==> src/rtl/stopwatch_timer.sv <==
// BCD stopwatch / countdown timer with lap freeze and an internally scanned
// seven-segment digit-mux interface. Single clock, clock-enable based timing.
module stopwatch_timer #(
  parameter int NDIGITS  = 4,
  parameter int CLK_DIV  = 1000000,
  parameter int SCAN_DIV = 100000,
  parameter int DP_POS   = 2
) (
  input  logic                   CLK,
  input  logic                   RST,
  input  logic                   start,
  input  logic                   stop,
  input  logic                   clear,
  input  logic                   lap,
  input  logic                   mode,
  input  logic                   load,
  input  logic [4*NDIGITS-1:0]   preset,
  output logic [4*NDIGITS-1:0]   count,
  output logic [3:0]             disp_data,
  output logic [NDIGITS-1:0]     disp_sel,
  output logic                   disp_dp,
  output logic                   running,
  output logic                   lap_active,
  output logic                   done,
  output logic                   wrap
);

  localparam int DW = 4 * NDIGITS;
  localparam int PW = (CLK_DIV  > 1) ? $clog2(CLK_DIV)  : 1;
  localparam int SW = (SCAN_DIV > 1) ? $clog2(SCAN_DIV) : 1;
  localparam int IW = $clog2(NDIGITS);
  localparam logic [PW-1:0] PRESC_LAST = PW'(CLK_DIV - 1);
  localparam logic [SW-1:0] SCAN_LAST  = SW'(SCAN_DIV - 1);
  localparam logic [IW-1:0] IDX_LAST   = IW'(NDIGITS - 1);

  typedef enum logic {ST_IDLE, ST_RUN} run_state_e;

  run_state_e      state_q, state_d;
  logic [DW-1:0]   count_q, count_d;
  logic [DW-1:0]   lap_val_q, lap_val_d;
  logic            lap_active_q, lap_active_d;
  logic [PW-1:0]   presc_q, presc_d;
  logic            done_q, done_d;
  logic            wrap_q, wrap_d;
  logic            start_q, stop_q, clear_q, lap_q, load_q;
  logic            start_d, stop_d, clear_d, lap_d, load_d;
  logic            start_rise, stop_rise, clear_rise, lap_rise, load_rise;
  logic [SW-1:0]   scan_cnt_q, scan_cnt_d;
  logic [IW-1:0]   scan_idx_q, scan_idx_d;
  logic [NDIGITS-1:0] disp_sel_q, disp_sel_d;
  logic [3:0]      disp_data_q, disp_data_d;
  logic            disp_dp_q, disp_dp_d;
  logic [DW-1:0]   disp_src;

  function automatic logic [DW-1:0] bcd_inc(input logic [DW-1:0] v);
    logic [DW-1:0] r;
    logic          carry;
    r     = v;
    carry = 1'b1;
    for (int unsigned i = 0; i < NDIGITS; i++) begin
      if (carry) begin
        if (v[4*i +: 4] == 4'd9) begin
          r[4*i +: 4] = 4'd0;
        end else begin
          r[4*i +: 4] = v[4*i +: 4] + 4'd1;
          carry       = 1'b0;
        end
      end
    end
    return r;
  endfunction

  function automatic logic [DW-1:0] bcd_dec(input logic [DW-1:0] v);
    logic [DW-1:0] r;
    logic          borrow;
    r      = v;
    borrow = 1'b1;
    for (int unsigned i = 0; i < NDIGITS; i++) begin
      if (borrow) begin
        if (v[4*i +: 4] == 4'd0) begin
          r[4*i +: 4] = 4'd9;
        end else begin
          r[4*i +: 4] = v[4*i +: 4] - 4'd1;
          borrow      = 1'b0;
        end
      end
    end
    return r;
  endfunction

  function automatic logic [DW-1:0] bcd_clamp(input logic [DW-1:0] v);
    logic [DW-1:0] r;
    r = v;
    for (int unsigned i = 0; i < NDIGITS; i++) begin
      if (v[4*i +: 4] > 4'd9) r[4*i +: 4] = 4'd9;
    end
    return r;
  endfunction

  // Run-state register
  always_ff @(posedge CLK) begin
    if (RST) state_q <= ST_IDLE;
    else     state_q <= state_d;
  end

  // Command edges, tick handling, count/lap next state; commands override the tick
  always_comb begin
    start_d = start;
    stop_d  = stop;
    clear_d = clear;
    lap_d   = lap;
    load_d  = load;
    start_rise = start & ~start_q;
    stop_rise  = stop  & ~stop_q;
    clear_rise = clear & ~clear_q;
    lap_rise   = lap   & ~lap_q;
    load_rise  = load  & ~load_q;

    state_d      = state_q;
    count_d      = count_q;
    presc_d      = presc_q;
    lap_val_d    = lap_val_q;
    lap_active_d = lap_active_q;
    done_d       = 1'b0;
    wrap_d       = 1'b0;

    if (state_q == ST_RUN) begin
      if (presc_q == PRESC_LAST) begin
        presc_d = '0;
        if (!mode) begin
          count_d = bcd_inc(count_q);
          wrap_d  = (count_d == '0);
        end else begin
          count_d = bcd_dec(count_q);
          if (count_d == '0) begin
            done_d  = 1'b1;
            state_d = ST_IDLE;
          end
        end
      end else begin
        presc_d = presc_q + 1'b1;
      end
    end

    if (lap_rise) begin
      if (!lap_active_q) begin
        lap_val_d    = count_q;
        lap_active_d = 1'b1;
      end else begin
        lap_active_d = 1'b0;
      end
    end

    // The stop edge only drops the run state; the prescaler still takes its
    // step on that edge and is held from then on.
    if (clear_rise) begin
      count_d      = '0;
      presc_d      = '0;
      state_d      = ST_IDLE;
      lap_active_d = 1'b0;
      done_d       = 1'b0;
      wrap_d       = 1'b0;
    end else if (load_rise) begin
      count_d = bcd_clamp(preset);
      presc_d = '0;
      done_d  = 1'b0;
      wrap_d  = 1'b0;
    end else if (stop_rise) begin
      state_d = ST_IDLE;
    end else if (start_rise && !(mode && (count_q == '0))) begin
      state_d = ST_RUN;
    end
  end

  // Free-running digit scan and registered display outputs
  always_comb begin
    scan_cnt_d = scan_cnt_q + 1'b1;
    scan_idx_d = scan_idx_q;
    if (scan_cnt_q == SCAN_LAST) begin
      scan_cnt_d = '0;
      scan_idx_d = (scan_idx_q == IDX_LAST) ? '0 : scan_idx_q + 1'b1;
    end
    disp_src    = lap_active_q ? lap_val_q : count_q;
    disp_sel_d  = '0;
    disp_data_d = '0;
    for (int unsigned i = 0; i < NDIGITS; i++) begin
      if (scan_idx_q == IW'(i)) begin
        disp_sel_d[i] = 1'b1;
        disp_data_d   = disp_src[4*i +: 4];
      end
    end
    disp_dp_d = (int'(scan_idx_q) == DP_POS);
  end

  // Datapath and display registers
  always_ff @(posedge CLK) begin
    if (RST) begin
      count_q      <= '0;
      lap_val_q    <= '0;
      lap_active_q <= 1'b0;
      presc_q      <= '0;
      done_q       <= 1'b0;
      wrap_q       <= 1'b0;
      start_q      <= 1'b0;
      stop_q       <= 1'b0;
      clear_q      <= 1'b0;
      lap_q        <= 1'b0;
      load_q       <= 1'b0;
      scan_cnt_q   <= '0;
      scan_idx_q   <= '0;
      disp_sel_q   <= {{(NDIGITS-1){1'b0}}, 1'b1};
      disp_data_q  <= '0;
      disp_dp_q    <= (DP_POS == 0);
    end else begin
      count_q      <= count_d;
      lap_val_q    <= lap_val_d;
      lap_active_q <= lap_active_d;
      presc_q      <= presc_d;
      done_q       <= done_d;
      wrap_q       <= wrap_d;
      start_q      <= start_d;
      stop_q       <= stop_d;
      clear_q      <= clear_d;
      lap_q        <= lap_d;
      load_q       <= load_d;
      scan_cnt_q   <= scan_cnt_d;
      scan_idx_q   <= scan_idx_d;
      disp_sel_q   <= disp_sel_d;
      disp_data_q  <= disp_data_d;
      disp_dp_q    <= disp_dp_d;
    end
  end

  assign count      = count_q;
  assign running    = (state_q == ST_RUN);
  assign lap_active = lap_active_q;
  assign done       = done_q;
  assign wrap       = wrap_q;
  assign disp_sel   = disp_sel_q;
  assign disp_data  = disp_data_q;
  assign disp_dp    = disp_dp_q;

endmodule

==> config.mk <==
export PLATFORM = sky130hd
export DESIGN_NAME = stopwatch_timer
export DESIGN_NICKNAME = d
export VERILOG_FILES = /design/src/rtl/stopwatch_timer.sv
export SDC_FILE = /design/constraint.sdc
export NUM_CORES = 1
export LEC_CHECK = 0
export BUFFER_PORTS_ARGS = -buffer_cell sky130_fd_sc_hd__buf_2
export CORE_MARGIN = 4
export CORE_UTILIZATION = 45
export CTS_CLUSTER_DIAMETER = 80
export DETAILED_ROUTE_END_ITERATION = 7
export SLEW_MARGIN = 20
export SYNTH_ARGS = -nofsm -noshare
export SYNTH_HDL_FRONTEND = slang
export SYNTH_SLANG_ARGS = --single-unit
export TNS_END_PERCENT = 30
==> constraint.sdc <==
create_clock -name CLK -period 3 [get_ports CLK]
set_input_delay 0.3 -clock CLK [delete_from_list [all_inputs] [get_ports CLK]]
set_output_delay 0.3 -clock CLK [all_outputs]
set_load 0.02 [all_outputs]
==> metrics.csv, run 1 <==
metric,value,unit
DR iter-0 viols,358,
number of enable flip-flop cells after synthesis,0,
YS warnings,0,
row count,38,
# fillers,1091,
syn avg cell area,7.97,sq um
worst-path fanout max,17,
Setup crit end kind,register,
Final Hold Fails,0,
Max Fclk,0.420,GHz
RSZ-0062 raised after global routing,no,
Critical Path Source Type,register,
first-pass GRT wire length,21900,um
post-layout minimum cycle time,2380,ps
met2 WL post-DR,5700,um
slew at the pin closest to its max-slew limit,903,ps
Clock transition at path regs,80,ps
Seq pwr share,53.4,%
port buffer count,52,
Setup Skew,11.7,ps
fraction of registers with async set/reset,0,%
starting density of the core,45.8,%
worst hold stages,2,
VDD IR max,0.000250,V
CTS H-tree depth,3,
"Remaining Overflow, GRT",0,
Max Root-Sink Buffers,2,
CTS resizes,0,
core area,10800,sq um
Mapped Cells,623,
initial antenna violation count,0,
Num Clock Sinks,88,
vias in the first global route,4217,
met3 wire len,868,um
switch share,29.5,%
DRC viols,0,
CP max stage delay,510,ps
Internal,1.62,mW
"FF+latch count, synth",88,
Net Switching,0.677,mW
"count leader, synth",dfxtp_1,
Final setup viols,0,
Hold Crit Class,in2reg,
largest net degree at the start of global routing,36,
outcome,"finished, final reports clean",
Slew HR,39.8,%
Synth Cell Area,4970,sq um
Chip Width,113,um
Final nets,692,
Post-DP Area,5380,sq um
CTS Hold Bufs,0,
Pleak,2.04,nW
final core occ,51.0,%
Yosys top cell area share,35.5,%
routed vias/inst,5.75,
hold slack,152,ps
I/O pins,53,
period utilization,79.4,%
clock latency on the worst-skew pair,380,ps
Worst Path Arrival,2630,ps
met1 WL,6430,um
Routed Antenna Nets,0,
routed wire length,13200,um
cell taking the most area after synthesis,dfxtp_1,
syn_nets,653,
"Req. time, crit path",3240,ps
wire length per cell,16.4,um
"Setup Fix Bufs, Post-CTS",0,
share of layout cells above drive strength 1,15.9,%
via count,4630,
Setup TNS,0,ps
Die Footprint,12800,sq um
RePlAce Congestion,0.883,
highest routed layer,met4,
post-synthesis sequential area ratio,35.5,%
Unique masters post-synth,63,
Area Growth Syn to Fin,11.3,%
HPWL after DPL,9460,um
post-route cell area,5530,sq um
power per cell area,415,nW/um^2
CP Class,reg2reg,
leading post-synthesis cells by cell area,"dfxtp_1 (35%), nor2_1 (5.5%), nand2_1 (4.8%), a21oi_1 (4.0%), xor2_1 (3.7%)",
post-layout power,2.30,mW
"Slowest-stage cell, CP",or2_1,
Comb power frac,15.2,%
"Slew Viols, Final",0,
n_diodes,0,
r2r worst-path depth,5,
CTS tree,done,
crit-path cells,"or4_1, or4_1, nor4_2, or2_1, nor2_1",
most used cell along the critical path,or4_1,
GRT Util Overall,21.3,%
Clk network pwr share,31.4,%
TritonRoute pass-1 iters,5,
Die Y-Extent,113,um
Synth top cells by count,"dfxtp_1 (88), nor2_1 (73), nand2_1 (64)",
total CTS buffers,9,
Max Cap Viol,0,
ys flop type,dfxtp_1,
clk root buf,clkbuf_8,
==> stage by stage <==
stage / setup slack [ps] / instances
floorplan: 763 / 623
global placement: 651 / 791
detailed placement: 597 / 791
CTS: 573 / 805
global route: 443 / 805
finish: 617 / 805
==> critical path: cells and delay by family (launching register included) <==
family,cells,cell delay (ps)
flip-flops,1,340
AND/OR/NAND/NOR,5,1910
==> registers in the layout, summed over array words and instances, names as in the netlist, 2 cells and up <==
name        flops
count          16
scan_cnt_q     17
lap_val_q      16
disp_sel        4
disp_data       4
presc_q        20
scan_idx_q      2
==> layout by cell type, fill, tap and decap left out, types with 17 or more instances in the layout <==
cell / netlist / routed
o21ai_0: 20 / 20
inv_1: 17 / 17
xor2_1: 21 / 21
nand2_1: 64 / 64
xnor2_1: 19 / 19
buf_2: 3 / 52
a21oi_1: 40 / 40
nor2_1: 73 / 73
buf_4: 1 / 21
dfxtp_1: 88 / 88
nand4_1: 17 / 17
nand3_1: 20 / 20
==> area by class of cell <==
| cell class | instances | area (sq um) | share of cell area [%] |
|---|---|---|---|
| clock inverters | 3 | 21.3 | 0.385 |
| clock buffers | 11 | 131 | 2.38 |
| well taps | 140 | 175 | 3.17 |
| inverters | 17 | 63.8 | 1.15 |
| flip-flops and latches | 88 | 1760 | 31.9 |
| repair buffers | 73 | 418 | 7.56 |
| multi-input cells | 473 | 2960 | 53.5 |
==> path summary, 6_finish.rpt <==
kind	slack, ps	from	endpoint
worst max-delay path	620	scan_cnt_q[13]$_SDFF_PP0_	scan_cnt_q[3]$_SDFF_PP0_
worst min-delay path	150	start	start_q$_SDFF_PP0_
worst max register to register	620	scan_cnt_q[13]$_SDFF_PP0_	scan_cnt_q[3]$_SDFF_PP0_
worst min register to register	450	scan_cnt_q[0]$_SDFF_PP0_	scan_cnt_q[0]$_SDFF_PP0_
==> power by group through the flow <==
| stage | Combinational, mW | Clock, mW | Sequential, mW |
|---|---|---|---|
| 2_1_floorplan | 0.236 | 0 | 1.25 |
| 3_3_place_gp | 0.343 | 0 | 1.25 |
| 3_5_place_dp | 0.344 | 0 | 1.25 |
| 4_1_cts | 0.345 | 0.749 | 1.23 |
| 5_1_grt | 0.382 | 0.792 | 1.23 |
| 6_report | 0.349 | 0.722 | 1.23 |
==> cells by family (layout without fill, tap and decap cells) <==
family / Yosys count / in the layout / synth area share, %
simple gates: 287 / 287 / 30.5
compound gates: 117 / 117 / 15.6
flops: 88 / 88 / 35.5
buf+inv: 62 / 104 / 4.99
xor+xnor: 40 / 40 / 7.05
mux: 23 / 23 / 4.84
fa+ha+maj: 6 / 6 / 1.51
==> per-layer routing <==
metal	up-vias	global-route usage, %
met1	2174	31.5
met2	153	31.0
li1	2288	-
met4	0	8.09
met5	-	0
met3	15	3.16
No activity file was read; power rests on OpenSTA's default activity.
==> run 2: changes to the inputs <==
==> constraint.sdc (replaced) <==
create_clock -name CLK -period 2.4 [get_ports CLK]
set_input_delay 0.24 -clock CLK [delete_from_list [all_inputs] [get_ports CLK]]
set_output_delay 0.24 -clock CLK [all_outputs]
set_load 0.02 [all_outputs]
==> run 2 against run 1 <==
  * Sequential share of layout area fell by 1.3 points
  * Non-clock buffer count increased by 21
  * Sequential power increased by 24%
  * Die area unchanged
  * Global-route usage up 0.39 points
  * Via count grew 2.5%
  * First-iteration DRC count fell by 5.0%
  * Register-to-register slack worse by 410 ps
  * Combinational power rose by 35%
  * Worst setup slack got worse by 410 ps
  * Clock skew grew 3.7 ps
  * Critical path depth increased by 2
  * Critical path type unchanged
  * Critical endpoint is now count[11]$_SDFFE_PP0P_
==> metrics.csv, run 2 (synthesis gave the netlist of run 1 again) <==
metric,value,unit,change
largest net degree at the start of global routing,29,,-19%
routed vias/inst,5.73,,-0.36%
initial antenna violation count,0,,unchanged
Critical Path Source Type,register,,
period utilization,91.4,%,+12 points
Max Fclk,0.456,GHz,+8.6%
crit-path cells,"buf_4, or3b_2, nor3_1, buf_4, a21o_1, a221oi_1, o32ai_1",,
Final nets,713,,+3.0%
CP Class,reg2reg,,
DRC viols,0,,unchanged
"Slew Viols, Final",0,,unchanged
Final setup viols,0,,unchanged
VDD IR max,0.000438,V,+75%
power per cell area,552,nW/um^2,+33%
routed wire length,13400,um,+1.2%
HPWL after DPL,9820,um,+3.8%
CTS H-tree depth,3,,unchanged
RSZ-0062 raised after global routing,no,,
Setup Skew,15.4,ps,+3.67 ps
post-route insts no fill,828,,+2.9%
Cells after DPL,812,,+2.7%
"Remaining Overflow, GRT",0,,unchanged
max reg flops,20,,unchanged
Max Root-Sink Buffers,2,,unchanged
"Most flops, register",presc_q,,
clock latency on the worst-skew pair,390,ps,about the same
Clock transition at path regs,80,ps,about the same
CP bufs+invs,2,,+2
Max Cap Viol,0,,unchanged
post-layout minimum cycle time,2190,ps,-189 ps
Chip Width,113,um,unchanged
vias in the first global route,4356,,+3.3%
"Slowest-stage cell, CP",or3b_2,,
port buffer count,52,,unchanged
DR iter-0 viols,340,,-5.0%
first-pass GRT wire length,22300,um,+2.2%
GRT Util Overall,21.6,%,+0.39 points
top flop regs,"presc_q: 20 flops, scan_cnt_q: 17 flops",,
Setup crit end kind,register,,
outcome,"finished, final reports clean",,
Slew HR,55.9,%,+16 points
Final Hold Fails,0,,unchanged
CP max stage delay,490,ps,-20 ps
Worst Path Arrival,2460,ps,-170 ps
Area Growth Syn to Fin,16.0,%,
wire length per cell,16.1,um,-1.6%
row count,38,,unchanged
Die Footprint,12800,sq um,unchanged
setup slack after layout,206,ps,-411 ps
worst-path fanout max,15,,-2
clk root buf,clkbuf_8,,
Num Clock Sinks,88,,unchanged
total CTS buffers,9,,unchanged
most used cell along the critical path,buf_4,,
Place WS,233,ps,-365 ps
Routed Antenna Nets,0,,unchanged
Die Y-Extent,113,um,unchanged
"Setup Fix Bufs, Post-CTS",0,,unchanged
"most common cell after layout, fill and taps aside",dfxtp_1,,
via count,4745,,+2.5%
share of layout cells above drive strength 1,19.0,%,+3.1 points
Reg2Reg Setup Slack,210,ps,-410 ps
Hold Crit Class,in2reg,,
CTS Hold Bufs,0,,unchanged
CTS resizes,0,,unchanged
starting density of the core,45.8,%,unchanged
family with the most delay on the worst path,simple AND/OR/NAND/NOR gates,,
TritonRoute pass-1 iters,5,,unchanged
core area,10800,sq um,unchanged
Setup TNS,0,ps,unchanged
CTS tree,done,,
RePlAce Congestion,0.921,,+4.2%
most frequent cells in the layout,"dfxtp_1 (88), nor2_1 (73), nand2_1 (64), buf_2 (52), buf_4 (42)",,
I/O pins,53,,unchanged
"Req. time, crit path",2660,ps,-580 ps
slew at the pin closest to its max-slew limit,657,ps,-247 ps
Pleak,2.19,nW,+7.4%
n_diodes,0,,unchanged
==> run 2: area by class of cell <==
| type | count | area (sq um) |
|---|---|---|
| Multi-Input combinational cell | 473 | 2960 |
| Sequential cell | 88 | 1760 |
| Inverter | 17 | 63.8 |
| Fill cell | 1053 | 5080 |
| Timing Repair Buffer | 94 | 576 |
| Clock inverter | 6 | 90.1 |
| Clock buffer | 10 | 138 |
| Tap cell | 140 | 175 |
==> run 2: worst reg2reg max path: stages (launching register included) <==
cell	delay [ps]
dfxtp_1	320
buf_4	180
or3b_2	490
nor3_1	340
buf_4	200
a21o_1	100
a221oi_1	80
o32ai_1	370
==> run 2: worst paths after layout <==
check,cells after the start,end,from
max,7,count[11]$_SDFFE_PP0P_,count[1]$_SDFFE_PP0P_
min,2,stop_q$_SDFF_PP0_,stop
max reg2reg,7,count[11]$_SDFFE_PP0P_,count[1]$_SDFFE_PP0P_
min reg2reg,1,scan_cnt_q[0]$_SDFF_PP0_,scan_cnt_q[0]$_SDFF_PP0_
==> run 2: stage by stage <==
step | power, mW | hold slack [ps] | instance area, sq um | util (%)
3_5_place_dp | 2.03 | 432 | 5530 | 51.1
2_1_floorplan | 1.86 | 368 | 4970 | -
5_1_grt | 3.33 | 73.8 | 5760 | 53.2
4_1_cts | 3.22 | 59.0 | 5760 | 53.2
3_3_place_gp | 2.02 | 425 | 5530 | 51.1
6_report | 3.18 | 79.7 | 5760 | 53.2
==> run 2: power by group <==
group | internal, mW | switching [mW]
combinational | 0.191 | 0.279
clock | 0.622 | 0.565
sequential | 1.49 | 0.0345
total | 2.30 | 0.878
==> run 2: layer usage <==
metal  GRT usage (%)  up-vias  part of all wire, %
met1            30.5     2223                   46
met5               0        -                    0
met4            6.73        0                  1.7
met2            32.4      155                   44
met3            5.78       21                  7.4
li1                -     2346                    -
